[src/rtl/mem_arbiter.sv]
// mem_arbiter: shares one synchronous single-port memory between fetch (P0) and LSU (P1).
// Define MEM_ARB_RR_EN for round-robin arbitration; default is fixed priority with P1 highest.
module mem_arbiter #(
    parameter int ADDR_WIDTH = 32,
    parameter int DATA_WIDTH = 32,
    parameter int DEPTH      = 64
) (
    input  logic                  CLK,
    input  logic                  RST_N,
    input  logic                  P0_REQ,
    input  logic [ADDR_WIDTH-1:0] P0_ADDR,
    output logic                  P0_GNT,
    input  logic                  P1_REQ,
    input  logic                  P1_WE,
    input  logic [ADDR_WIDTH-1:0] P1_ADDR,
    input  logic [DATA_WIDTH-1:0] P1_WDATA,
    output logic                  P1_GNT,
    output logic                  RSP_VALID,
    output logic                  RSP_PORT,
    output logic [DATA_WIDTH-1:0] RSP_RDATA,
    output logic                  RSP_ERR,
    output logic                  ERR_STICKY,
    output logic                  MEM_CS,
    output logic                  MEM_RE,
    output logic [ADDR_WIDTH-1:0] MEM_ADDR,
    output logic [DATA_WIDTH-1:0] MEM_WDATA,
    input  logic [DATA_WIDTH-1:0] MEM_RDATA
);

    typedef enum logic {
        PORT_P0 = 1'b0,
        PORT_P1 = 1'b1
    } port_e;

    localparam logic [ADDR_WIDTH-1:0] DEPTH_A = ADDR_WIDTH'(DEPTH);

    logic p0_gnt;
    logic p1_gnt;

`ifdef MEM_ARB_RR_EN
    // The pointer only moves on contested cycles, so a lone requester never steals a turn.
    port_e pref_port;
    logic  contested;

    assign contested = RST_N && P0_REQ && P1_REQ;

    always_ff @(posedge CLK) begin
        if (!RST_N) begin
            pref_port <= PORT_P0;
        end else if (contested) begin
            pref_port <= (pref_port == PORT_P0) ? PORT_P1 : PORT_P0;
        end
    end

    always_comb begin
        p0_gnt = 1'b0;
        p1_gnt = 1'b0;
        if (RST_N) begin
            if (P0_REQ && P1_REQ) begin
                p0_gnt = (pref_port == PORT_P0);
                p1_gnt = (pref_port == PORT_P1);
            end else begin
                p0_gnt = P0_REQ;
                p1_gnt = P1_REQ;
            end
        end
    end
`else
    always_comb begin
        p0_gnt = 1'b0;
        p1_gnt = 1'b0;
        if (RST_N) begin
            p1_gnt = P1_REQ;
            p0_gnt = P0_REQ && !P1_REQ;
        end
    end
`endif

    logic                  any_gnt;
    port_e                 gnt_port;
    logic [ADDR_WIDTH-1:0] gnt_addr;
    logic                  gnt_write;
    logic                  gnt_in_range;

    always_comb begin
        any_gnt      = p0_gnt || p1_gnt;
        gnt_port     = p1_gnt ? PORT_P1 : PORT_P0;
        gnt_addr     = p1_gnt ? P1_ADDR : P0_ADDR;
        gnt_write    = p1_gnt && P1_WE;
        gnt_in_range = (gnt_addr < DEPTH_A);
    end

    logic                  mem_cs_q;
    logic                  mem_re_q;
    logic [ADDR_WIDTH-1:0] mem_addr_q;
    logic [DATA_WIDTH-1:0] mem_wdata_q;
    logic                  iss_rd_q;
    port_e                 iss_port_q;
    logic                  iss_err_q;
    logic                  err_sticky_q;

    // Issue stage: out-of-range accesses never reach the memory but still carry a read tag.
    always_ff @(posedge CLK) begin
        if (!RST_N) begin
            mem_cs_q     <= 1'b0;
            mem_re_q     <= 1'b1;
            mem_addr_q   <= '0;
            mem_wdata_q  <= '0;
            iss_rd_q     <= 1'b0;
            iss_port_q   <= PORT_P0;
            iss_err_q    <= 1'b0;
            err_sticky_q <= 1'b0;
        end else begin
            mem_cs_q    <= 1'b0;
            mem_re_q    <= 1'b1;
            mem_addr_q  <= '0;
            mem_wdata_q <= '0;
            iss_rd_q    <= any_gnt && !gnt_write;
            iss_port_q  <= gnt_port;
            iss_err_q   <= any_gnt && !gnt_in_range;
            if (any_gnt && gnt_in_range) begin
                mem_cs_q    <= 1'b1;
                mem_re_q    <= !gnt_write;
                mem_addr_q  <= gnt_addr;
                mem_wdata_q <= gnt_write ? P1_WDATA : '0;
            end
            if (any_gnt && !gnt_in_range) begin
                err_sticky_q <= 1'b1;
            end
        end
    end

    logic  rsp_valid_q;
    port_e rsp_port_q;
    logic  rsp_err_q;

    always_ff @(posedge CLK) begin
        if (!RST_N) begin
            rsp_valid_q <= 1'b0;
            rsp_port_q  <= PORT_P0;
            rsp_err_q   <= 1'b0;
        end else begin
            rsp_valid_q <= iss_rd_q;
            rsp_port_q  <= iss_rd_q ? iss_port_q : PORT_P0;
            rsp_err_q   <= iss_rd_q && iss_err_q;
        end
    end

    // The memory registers its own read data, so it is steered straight through here.
    assign RSP_RDATA  = (rsp_valid_q && !rsp_err_q) ? MEM_RDATA : '0;
    assign RSP_VALID  = rsp_valid_q;
    assign RSP_PORT   = rsp_port_q;
    assign RSP_ERR    = rsp_err_q;
    assign ERR_STICKY = err_sticky_q;
    assign MEM_CS     = mem_cs_q;
    assign MEM_RE     = mem_re_q;
    assign MEM_ADDR   = mem_addr_q;
    assign MEM_WDATA  = mem_wdata_q;
    assign P0_GNT     = p0_gnt;
    assign P1_GNT     = p1_gnt;

endmodule

[config.mk]
export PLATFORM = sky130hd
export DESIGN_NAME = mem_arbiter
export DESIGN_NICKNAME = d
export VERILOG_FILES = /design/src/rtl/mem_arbiter.sv
export SDC_FILE = /design/constraint.sdc
export NUM_CORES = 1
export LEC_CHECK = 0
export CAP_MARGIN = 0
export CORE_MARGIN = 3
export CORE_UTILIZATION = 25
export CTS_CLUSTER_DIAMETER = 80
export DETAILED_ROUTE_END_ITERATION = 8
export PLACE_DENSITY = 0.82
export SETUP_SLACK_MARGIN = 0.05
export SLEW_MARGIN = 20
export SYNTH_ARGS = -nofsm -noshare
export SYNTH_HDL_FRONTEND = slang
export SYNTH_SLANG_ARGS = --single-unit
[constraint.sdc]
create_clock -name CLK -period 1.5 [get_ports CLK]
set_input_delay 0.375 -clock CLK [delete_from_list [all_inputs] [get_ports CLK]]
set_output_delay 0.375 -clock CLK [all_outputs]
set_load 0.02 [all_outputs]
==> results.cfg <==
[status]
outcome = finished, violations left
violations = negative setup slack

[logic_synthesis]
ys.warnings.count = 0
synth_largest_area_cell = dfxtp_1
async_flop_share = 0
syn_inst = 196
ys.flop_type = dfxtp_1
yosysSeqAreaShare = 0.654
ys_top_cells_by_count = dfxtp_1, and2_1, nor4_1
yosysUniqueCellTypes = 25
syn_avg_cell_area_sq_um = 11.4
synth_top_cell_area_share = 0.654
synth.most_common_cell = dfxtp_1
netlist_area_sq_mm = 0.00224
synth-seq-cells = 73
synth-edff-count = 0
synth.area.top_cells = dfxtp_1, and2_1, nor4_1

[routing]
firstDrtPassIters = 4
drtIter0Drc = 33
wl_mm = 9.11
drc = 0
viasPerCell = 4.17
vias = 2509
wl_per_cell_um = 15.2
ant_nets = 0

[cts]
cts_buffers = 9
path_clk_slew_ns = 0.08
clockBufferDepth = 2
postCtsHoldBufs = 0
cts.sinks = 73
cts_tree = built
h-tree-depth = 3
clk_latency_ns = 0.33
clockRootBuffer = clkbuf_8

[critical_path]
worstPathCellList = nor2b_4 > buf_6 > and2_2 > buf_6
arrival_ns = 1.29
slowest_delay_ns = 0.33
cp_common_cell = buf_6
cp.required_ns = 1.12
endpoint_kind = output pin
path_class = register to output pin
crit_slowest_cell = dfxtp_2
worstPathMaxFanout = 16
crit_path_start_kind = register

[grt]
overflow = 0
grt_max_degree = 17
antenna_found_initial = 0
track_usage = 0.178
grt_pass1_vias = 2777
grt_pass1_wl_mm = 13.8

[sta]
hold_viol = 0
fin_crit_sh = 1.11
holdWs_ns = 0.366
fin_ws_ns = -0.161
setup_viol = 32
fmax_mhz = 602
finalClockSkew_ns = 0.00152
drv_slew = 0
layout_min_cycle_time_ns = 1.66
rsz0062_at_grt = true

[floorplan]
dieWidth_um = 101
die_y_um = 101
row_count = 33
start_util = 0.264
die-area_sq_mm = 0.0101
ios = 237
coreArea_sq_mm = 0.00846

[layout]
area_growth_pct = 145
drive_gt1_frac = 0.377
insertedDiodeCount = 0
final_nets = 624
fillers = 707
finalInstanceArea_sq_mm = 0.00548

[power_and_ir_drop]
ir_worst_vdd_mv = 0.457
cellLeakagePower_nw = 2.61
power_density_mw_per_mm2 = 747

[placed_design]
pre_cts_ws_ns = -0.596
gp_congestion = 0.758
placed_cell_area_sq_mm = 0.00496
port_buffers = 236
hpwl_mm = 6.68

[flow_run]
maxCapViolCount = 0

[hold_path]
hold_path_class = primary input to register
[sequential cells by signal (all words and copies together) (netlist names)]
signal      cells
iss_port_q      1
MEM_WDATA      32
ERR_STICKY      1
RSP_PORT        1
RSP_ERR         1
MEM_RE          1
RSP_VALID       1
MEM_ADDR       32
MEM_CS          1
iss_err_q       1
iss_rd_q        1
[placed cells by master, fill, tap and decap left out, types with 2 or more instances in the layout]
master            n
and2_2           10
and3_1            2
nor4_4            6
buf_16            2
clkbuf_2          9
buf_6            45
mux2i_1           6
and2_1           17
nor4_2           11
buf_2            13
conb_1           26
clkbuf_8          9
inv_6             3
buf_8             2
clkdlybuf4s50_1  77
dfxtp_1          71
dlygate4sd2_1    78
nand2_1           2
and2_4           40
nand4_1           4
mux2_4            2
clkinvlp_4        2
clkdlybuf4s15_1  16
nor2_1            3
buf_4            16
buf_12            4
dfxtp_2           2
inv_2             2
clkdlybuf4s15_2   3
[area by class of cell]
type / instances / area (sq um) / area share
Clock buffer: 9 / 124 / 0.0226
Clock inverter: 7 / 61.3 / 0.0112
Inverter: 3 / 11.3 / 0.00206
Multi-Input combinational cell: 139 / 1140 / 0.207
Sequential cell: 73 / 1460 / 0.267
Tap cell: 105 / 131 / 0.0240
Timing Repair Buffer: 265 / 2550 / 0.466
[through the flow]
stage	cells	power (mW)	utilization	TNS, ns
global route	601	4.29	0.647	-7.66
CTS	602	4.12	0.650	-7.24
global placement	562	2.72	0.586	-35.48
floorplan	221	2.21	-	0
finish	601	4.09	0.647	-4.36
detailed placement	562	2.73	0.586	-36.77
[logic make-up after synthesis]
kind of cell	share of synthesized area
and+or+nand+nor	0.271
DFF	0.654
buffers and inverters	0.0224
muxes	0.0319
AOI/OAI and AO/OA	0.0196
other	0.00168
[what timing repair did]
item | CTS | global route
gates cloned | 7 | 0
pin swaps | 29 | 20
setup buffers | 17 | 6
setup endpoints to repair | 146 | 77
gates resized for setup | 452 | 53
[worst max-delay path, delay by kind of cell, from the launching register on]
family	cells	cell delay [ns]
buf+inv	2	0.30
simple gates	2	0.33
flops	1	0.33
[layer usage]
layer	vias up	part of all wire	GRT usage
met2	133	0.57	0.353
li1	1216	-	-
met3	16	0.073	0.0429
met1	1144	0.33	0.175
met4	0	0.024	0.0653
met5	-	0	0
[path summary, 6_finish.rpt]
check / cells past startpoint / end / slack (ns) / startpoint
max: 4 / RSP_RDATA[9] / -0.16 / RSP_VALID$_SDFF_PN0_
min: 3 / iss_rd_q$_SDFF_PN0_ / 0.37 / P1_REQ
min reg2reg: 1 / RSP_PORT$_SDFF_PN0_ / 0.47 / iss_port_q$_SDFF_PN0_
max reg2reg: 1 / ERR_STICKY$_SDFFE_PN0P_ / 0.69 / ERR_STICKY$_SDFFE_PN0P_
[report_power, final]
| group | leakage, nW | internal, mW | switching (mW) | total [mW] |
|---|---|---|---|---|
| combinational | 1.92 | 0.424 | 0.261 | 0.685 |
| clock | 0.0888 | 0.631 | 0.777 | 1.41 |
| sequential | 0.600 | 1.98 | 0.0140 | 2.00 |
| total | 2.61 | 3.04 | 1.05 | 4.09 |
(Power assumes the default switching activity.)
